`src/rtl/ps2_pkg.sv`:
```
// Shared PS/2 receive definitions: FSM states, rejection codes and the scan
// codes that the downstream make/break decoder also relies on.
package ps2_pkg;

  typedef enum logic [1:0] {
    ST_IDLE   = 2'd0,
    ST_DATA   = 2'd1,
    ST_PARITY = 2'd2,
    ST_STOP   = 2'd3
  } ps2_state_t;

  localparam logic [1:0] PS2_ERR_NONE    = 2'b00;
  localparam logic [1:0] PS2_ERR_PARITY  = 2'b01;
  localparam logic [1:0] PS2_ERR_FRAME   = 2'b10;
  localparam logic [1:0] PS2_ERR_TIMEOUT = 2'b11;

  localparam logic [7:0] KEY_SPACE  = 8'h29;
  localparam logic [7:0] KEY_ESC    = 8'h76;
  localparam logic [7:0] CODE_BREAK = 8'hF0;
  localparam logic [7:0] CODE_EXT   = 8'hE0;

  // PS/2 uses odd parity over the 8 data bits plus the parity bit.
  function automatic logic odd_parity_ok(input logic [7:0] data, input logic par);
    return ^{data, par};
  endfunction

endpackage

```
`src/rtl/ps2_clk_filter.sv`:
```
// Synchronises the raw PS/2 clock, suppresses glitches shorter than
// FILTER_LEN samples and emits a registered one-cycle falling-edge strobe.
module ps2_clk_filter #(
  parameter int unsigned FILTER_LEN = 8
) (
  input  logic clk,
  input  logic rst,
  input  logic ps2_clk,
  output logic fall
);

  localparam int unsigned CW = $clog2(FILTER_LEN + 1);

  logic          sync1;
  logic          sync2;
  logic          level;
  logic          level_d;
  logic [CW-1:0] cnt;

  always_ff @(posedge clk) begin
    if (rst) begin
      sync1 <= 1'b1;
      sync2 <= 1'b1;
    end else begin
      sync1 <= ps2_clk;
      sync2 <= sync1;
    end
  end

  // Any sample back at the current level restarts the run count.
  always_ff @(posedge clk) begin
    if (rst) begin
      level <= 1'b1;
      cnt   <= '0;
    end else if (sync2 == level) begin
      cnt <= '0;
    end else if (cnt == CW'(FILTER_LEN - 1)) begin
      level <= sync2;
      cnt   <= '0;
    end else begin
      cnt <= cnt + CW'(1);
    end
  end

  always_ff @(posedge clk) begin
    if (rst) begin
      level_d <= 1'b1;
      fall    <= 1'b0;
    end else begin
      level_d <= level;
      fall    <= level_d & ~level;
    end
  end

endmodule

```
`src/rtl/ps2_frame_receiver.sv`:
```
// PS/2 frame receiver: deserialises start/8 data/odd parity/stop frames into
// scan codes. Define PS2_RX_TIMEOUT_EN to build the mid-frame timeout abort.
module ps2_frame_receiver
  import ps2_pkg::*;
#(
  parameter int unsigned FILTER_LEN     = 8,
  parameter int unsigned TIMEOUT_CYCLES = 10000
) (
  input  logic       clk,
  input  logic       rst,
  input  logic       ps2_clk,
  input  logic       ps2_data,
  output logic [7:0] rx_data,
  output logic       rx_valid,
  output logic       rx_err,
  output logic [1:0] rx_err_code,
  output logic       rx_busy
);

  if (FILTER_LEN == 0 || TIMEOUT_CYCLES == 0) begin : g_bad_cfg
    $error("ps2_frame_receiver: FILTER_LEN and TIMEOUT_CYCLES must be non-zero");
  end

  logic       fall;
  logic       data_s1;
  logic       data_s2;
  logic       tmo_hit;

  ps2_state_t state;
  ps2_state_t state_nx;
  logic [2:0] bit_cnt;
  logic [2:0] bit_cnt_nx;
  logic [7:0] shreg;
  logic [7:0] shreg_nx;
  logic       par_bit;
  logic       par_bit_nx;
  logic [7:0] rx_data_nx;
  logic       valid_nx;
  logic       err_nx;
  logic [1:0] code_nx;

  ps2_clk_filter #(
    .FILTER_LEN(FILTER_LEN)
  ) u_clk_filter (
    .clk    (clk),
    .rst    (rst),
    .ps2_clk(ps2_clk),
    .fall   (fall)
  );

  always_ff @(posedge clk) begin
    if (rst) begin
      data_s1 <= 1'b1;
      data_s2 <= 1'b1;
    end else begin
      data_s1 <= ps2_data;
      data_s2 <= data_s1;
    end
  end

`ifdef PS2_RX_TIMEOUT_EN
  localparam int unsigned TW = $clog2(TIMEOUT_CYCLES + 1);
  logic [TW-1:0] tmo_cnt;

  always_ff @(posedge clk) begin
    if (rst || fall || state == ST_IDLE) begin
      tmo_cnt <= '0;
    end else begin
      tmo_cnt <= tmo_cnt + TW'(1);
    end
  end

  // Abort lands TIMEOUT_CYCLES edges after the edge that consumed the last fall.
  assign tmo_hit = (state != ST_IDLE) && (tmo_cnt == TW'(TIMEOUT_CYCLES - 1));
`else
  assign tmo_hit = 1'b0;
`endif

  always_comb begin
    state_nx   = state;
    bit_cnt_nx = bit_cnt;
    shreg_nx   = shreg;
    par_bit_nx = par_bit;
    rx_data_nx = rx_data;
    valid_nx   = 1'b0;
    err_nx     = 1'b0;
    code_nx    = PS2_ERR_NONE;

    if (fall) begin
      case (state)
        ST_IDLE: begin
          if (!data_s2) begin
            bit_cnt_nx = '0;
            state_nx   = ST_DATA;
          end
        end
        ST_DATA: begin
          shreg_nx   = {data_s2, shreg[7:1]};
          bit_cnt_nx = bit_cnt + 3'd1;
          if (bit_cnt == 3'd7) begin
            state_nx = ST_PARITY;
          end
        end
        ST_PARITY: begin
          par_bit_nx = data_s2;
          state_nx   = ST_STOP;
        end
        ST_STOP: begin
          state_nx = ST_IDLE;
          if (!data_s2) begin
            err_nx  = 1'b1;
            code_nx = PS2_ERR_FRAME;
          end else if (!odd_parity_ok(shreg, par_bit)) begin
            err_nx  = 1'b1;
            code_nx = PS2_ERR_PARITY;
          end else begin
            rx_data_nx = shreg;
            valid_nx   = 1'b1;
          end
        end
        default: state_nx = ST_IDLE;
      endcase
    end else if (tmo_hit) begin
      state_nx = ST_IDLE;
      err_nx   = 1'b1;
      code_nx  = PS2_ERR_TIMEOUT;
    end
  end

  always_ff @(posedge clk) begin
    if (rst) begin
      state       <= ST_IDLE;
      bit_cnt     <= '0;
      shreg       <= '0;
      par_bit     <= 1'b0;
      rx_data     <= '0;
      rx_valid    <= 1'b0;
      rx_err      <= 1'b0;
      rx_err_code <= PS2_ERR_NONE;
      rx_busy     <= 1'b0;
    end else begin
      state       <= state_nx;
      bit_cnt     <= bit_cnt_nx;
      shreg       <= shreg_nx;
      par_bit     <= par_bit_nx;
      rx_data     <= rx_data_nx;
      rx_valid    <= valid_nx;
      rx_err      <= err_nx;
      rx_err_code <= code_nx;
      rx_busy     <= (state_nx != ST_IDLE);
    end
  end

endmodule

```
`config.mk`:
```
export PLATFORM = sky130hd
export DESIGN_NAME = ps2_frame_receiver
export DESIGN_NICKNAME = d
export VERILOG_FILES = /design/src/rtl/ps2_pkg.sv /design/src/rtl/ps2_clk_filter.sv /design/src/rtl/ps2_frame_receiver.sv
export SDC_FILE = /design/constraint.sdc
export NUM_CORES = 1
export LEC_CHECK = 0
export CORE_MARGIN = 5
export CORE_UTILIZATION = 40
export DETAILED_ROUTE_END_ITERATION = 10
export PLACE_DENSITY = 0.65
export SETUP_SLACK_MARGIN = 0.3
export SLEW_MARGIN = 5
export SYNTH_ARGS = -nofsm -noshare
export SYNTH_HDL_FRONTEND = slang
export SYNTH_SLANG_ARGS = --single-unit
```
`constraint.sdc`:
```
create_clock -name clk -period 3.3 [get_ports clk]
set_input_delay 0.66 -clock clk [delete_from_list [all_inputs] [get_ports clk]]
set_output_delay 0.66 -clock clk [all_outputs]
set_load 0.02 [all_outputs]
```
# Word-level counts from Yosys, hierarchy flattened
# Cells that the tools add are included.
word_totals:
  mem_count: 0
  inputBits: 4
  mem_bits_ro: 0
  mem_bits_rw: 0
  regBits: 38
  latchBits: 0
classes:
  n_mux: 11
  addsub: 2
  multipliers: 0
  shifts: 0
  n_bitwise: 6
  reduce_logical: 12
  n_div: 0
  n_lt_le_gt_ge: 0
  n_eq_ne: 7
ops:
  columns: ["cell", "count"]
  rows:
  - ["$reduce_xor 9->1", 1]
  - ["$mux 2", 4]
  - ["$pmux 2 s4", 1]
  - ["$pmux 3 s2", 1]
  - ["$reduce_and 2->1", 3]
  - ["$reduce_or 3->1", 2]
  - ["$not 1->1", 5]
  - ["$add 4x1->4 const B", 1]
  - ["$eq 2x2->1 const B", 2]
  - ["$eq 4x3->1 const B", 1]
  - ["$mux 1", 4]
  - ["$reduce_and 4->1", 1]
  - ["$reduce_bool 2->1", 2]
  - ["$reduce_or 4->1", 1]
  - ["$add 3x1->3 const B", 1]
  - ["$eq 3x3->1 const B", 1]
  - ["$mux 3", 1]
  - ["$reduce_and 3->1", 1]
  - ["$eq 2x1->1 const B", 1]
  - ["$logic_not 2->1", 1]
  - ["$ne 2x2->1 const B", 1]
  - ["$and 1x1->1", 1]
  - ["$eq 1x1->1", 1]

# Logic depth before layout (Yosys ltp)
depth:
  ltp_word: 5
  mapped_depth: 6
  ltp_nobuf: 5

# Modules after synthesis
# From an unflattened synthesis, not the netlist that was laid out.
hier_totals:
  cells_unflattened: 159
  hier_area_um2: 1527.7
by_module_without_submodules:
  columns: ["mod", "n_inst", "cells_each", "area_per_inst_um2"]
  rows:
  - ["ps2_frame_receiver", 1, 130, 1224.9]
  - ["ps2_clk_filter", 1, 29, 302.8]

# Worst setup path before layout
# Ideal clock, no wire load.
synth_timing:
  kind: "register to register"
  from: "reg shreg[7]"
  to: "reg rx_data[0]"
  path_slack_ps: 1586
  arrival_time_ps: 1655
  synth_period_minus_slack_ps: 1714
  setup_ps: 59
  required_time_ps: 3241
  path_stages_with_launch: 5
  path_cell_list: "dfxtp_1 xor3_2 or4_4 mux2i_4 o22a_1"
synth_between:
  elab_chain_len: 2
synth_lines:
  columns: ["element", "line", "source"]
  rows:
  - ["start: declaration", "ps2_frame_receiver.sv:33", "logic [7:0] shreg;"]
  - ["start signal: assignment", "ps2_frame_receiver.sv:144", "shreg <= shreg_nx;"]
  - ["$reduce_xor 9->1", "ps2_pkg.sv:24", "return ^{data, par};"]
  - ["$reduce_and 4->1 (no source line)", null, null]
  - ["end signal: assignment", "ps2_frame_receiver.sv:146", "rx_data <= rx_data_nx;"]
  - ["end: declaration", "ps2_frame_receiver.sv:13", "output logic [7:0] rx_data,"]
# Every way passes these cells.
# A chain may end at the register's enable or synchronous reset.

==> metrics.txt <==
clock skew=6.48 ps; global-route wire length before repair=between 4000 and 5000 um; DRT iter0 DRCs=58; relative slew slack=0.525; Fin Setup TNS=0 ps; Die Y=a little over 70 um; VDD IR max=0.226 mV; Boundary Pins=17; pre-CTS worst setup slack=just under 900 ps; Final HPWL DP=1800 um; crit end category=flop; DRT Wirelength=between 2000 and 3000 um; Post-Syn Nets=approximately 160; Lkg Pwr=0.694 nW; Final Critical Period=around 2100 ps; Root Buffer=clkbuf_8; status=complete, no violations; core area=around 3700 um2; row count=22; Placed Instance Area=around 1700 um2; Remaining Overflow, GRT=0; Worst R2R Path Depth=4; final setup margin=~1200 ps; Synth area leaders=dfxtp_1 (51%), o22a_1 (4.7%), nand2_1 (4.5%), nor2b_1 (4.2%), nor2_1 (3.7%); Setup crit start=rst; final hold vios=0; fin util=0.497; area grow syn2layout=21.1%; cell accounting for the most synthesized area=dfxtp_1; fin nets=around 180; worst r2r src=shreg[7]; CTS Buf Count=5; critical path endpoint=rx_data[1]; Finished Layout Cells=219; latest clock arrival within the worst-skew pair=280 ps; Synth top area share=0.506; cells after synthesis=around 150; fin crit share=0.644; # fillers=~340; largest net degree at the start of global routing=20; sequential share of the synthesized area=0.506; Post-synth EDFFs=0; setup violators final=0; Buffers on Ports=16; Detailed Routing Iterations Pass 1=4; async set or reset register ratio after synthesis=0; DRC viols=0; Power per Cell Area=between 400 and 500 nW/um2; syn avg cell area=roughly 10 um2; vias in the first global route=approximately 1.0k; Post-synth top cells=dfxtp_1 (38), nand2_1 (18), nor2_1 (15); clk buf depth=2; placed instance count=around 210; Wirelength per Cell=around 12 um; worst-path fanout max=19; Critical Path RT=~3500 ps; post-route cell area=about 1800 um2; Top FF cell, synth=dfxtp_1; CTS tree=yes; count of pins over their slew limit=0; actual slew at the worst max-slew pin=710 ps; via count=~1.1k; total of max-cap violations=0; vias per inst=between 4 and 5; Worst-path clk slew=70 ps; hold_buf cts=0; Synth Warn #=0; remaining antenna violation count=0; routability cong.=about 0.75; antenna cells=0; RSZ-0062 raised after global routing=false; Post-CTS Setup Inserts=0; share of layout cells above drive strength 1=0.117; flop-to-flop setup slack=between 1000 and 1500 ps; Seq cells post-synth=38; Die ar.=between 5000 and 6000 um2; Initial Util=0.410; most frequent cell after synthesis=dfxtp_1; Netlist Area Pre-Place=1500 um2; Die Width=a little over 70 um; Clock Sink Count=38; worst hold path class=reg2reg; GR Util All Layers=0.113; Synth cell types=36; fmax=about 0.47 GHz; CP startpoint kind=input port; PostCTS Resize Cnt=0; H-tree lvl count=2; antenna violations before repair=0; worst r2r dst=rx_data[1]; CP arrival=between 2000 and 2500 ps; WS Path Type=in2reg
worst min-delay path by stage:
stage | startpoint | depth (start not counted) | slack (ps) | to
after floorplan | data_s1 | 1 | 390 | data_s2
after global routing | data_s1 | 1 | 430 | data_s2
after CTS | data_s1 | 1 | 410 | data_s2
after global placement | data_s1 | 1 | 390 | data_s2
after detailed placement | data_s1 | 1 | 390 | data_s2
final | data_s1 | 1 | 410 | data_s2
cells in the final DEF (no fill, tap or decap), types with 2 or more instances in the layout:
| cell | n |
|---|---|
| dfxtp_1 | 38 |
| nand2_1 | 18 |
| clkdlybuf4s50_1 | 16 |
| nor2_1 | 15 |
| nor2b_1 | 10 |
| a21oi_1 | 10 |
| o22a_1 | 8 |
| xnor2_1 | 5 |
| or2_2 | 5 |
| clkbuf_8 | 5 |
| inv_1 | 3 |
| ha_1 | 3 |
| mux2i_1 | 2 |
| nand3_1 | 2 |
| xor2_1 | 2 |
| nor3_1 | 2 |
| o21ai_0 | 2 |
| a22oi_1 | 2 |
| clkbuf_1 | 2 |
| buf_4 | 2 |
where the power goes:
group,leakage [nW],switching [mW],internal [mW],total [mW]
sequential,0.307,0.00185,0.461,0.463
clock,0.0524,0.150,0.226,0.376
combinational,0.334,0.00798,0.00715,0.0151
total,0.694,0.160,0.694,0.854
flip-flops by register name, summed over array words and instances (netlist names), 2 cells and up:
register / count
rx_data: 8
shreg: 8
u_clk_filter.cnt: 4
bit_cnt: 3
rx_err_code: 2
state: 2
per-layer routing:
layer	global-route usage	wire, um	vias up
met5	0	0	-
met4	0.0710	77	0
met3	0.0505	152	9
met2	0.170	1150	19
met1	0.129	1190	501
li1	-	-	550
cell families (layout without fill, tap and decap cells):
group / Yosys count / in the layout / share of synthesized area
buffers and inverters: 9 / 29 / 0.0233
adder cells (fa/ha/maj): 3 / 3 / 0.0250
AO/OA/AOI/OAI: 25 / 25 / 0.112
XOR/XNOR: 9 / 9 / 0.0733
multiplexers: 4 / 4 / 0.0375
AND/OR/NAND/NOR: 63 / 63 / 0.222
flip-flops: 38 / 38 / 0.506
worst max-delay path, cell delays in order:
cell and delay (ps):
clkdlybuf4s50_1 420, buf_4 210, or4_4 530, mux2i_4 310
o22a_1 210
per-stage QoR:
stage	power [mW]	hold WS [ps]
final	0.854	408
after global routing	0.890	426
after CTS	0.867	410
after detailed placement	0.489	392
after global placement	0.488	393
after floorplan	0.481	389
cell type report:
| cell class | count | area [um2] | area share |
|---|---|---|---|
| inverters | 3 | 11.3 | 0.00619 |
| well taps | 48 | 60.1 | 0.0330 |
| multi-input cells | 104 | 707 | 0.388 |
| flip-flops and latches | 38 | 761 | 0.418 |
| repair buffers | 18 | 175 | 0.0962 |
| clock inverters | 1 | 30.0 | 0.0165 |
| clock buffers | 7 | 76.3 | 0.0419 |
(Power assumes the default switching activity.)
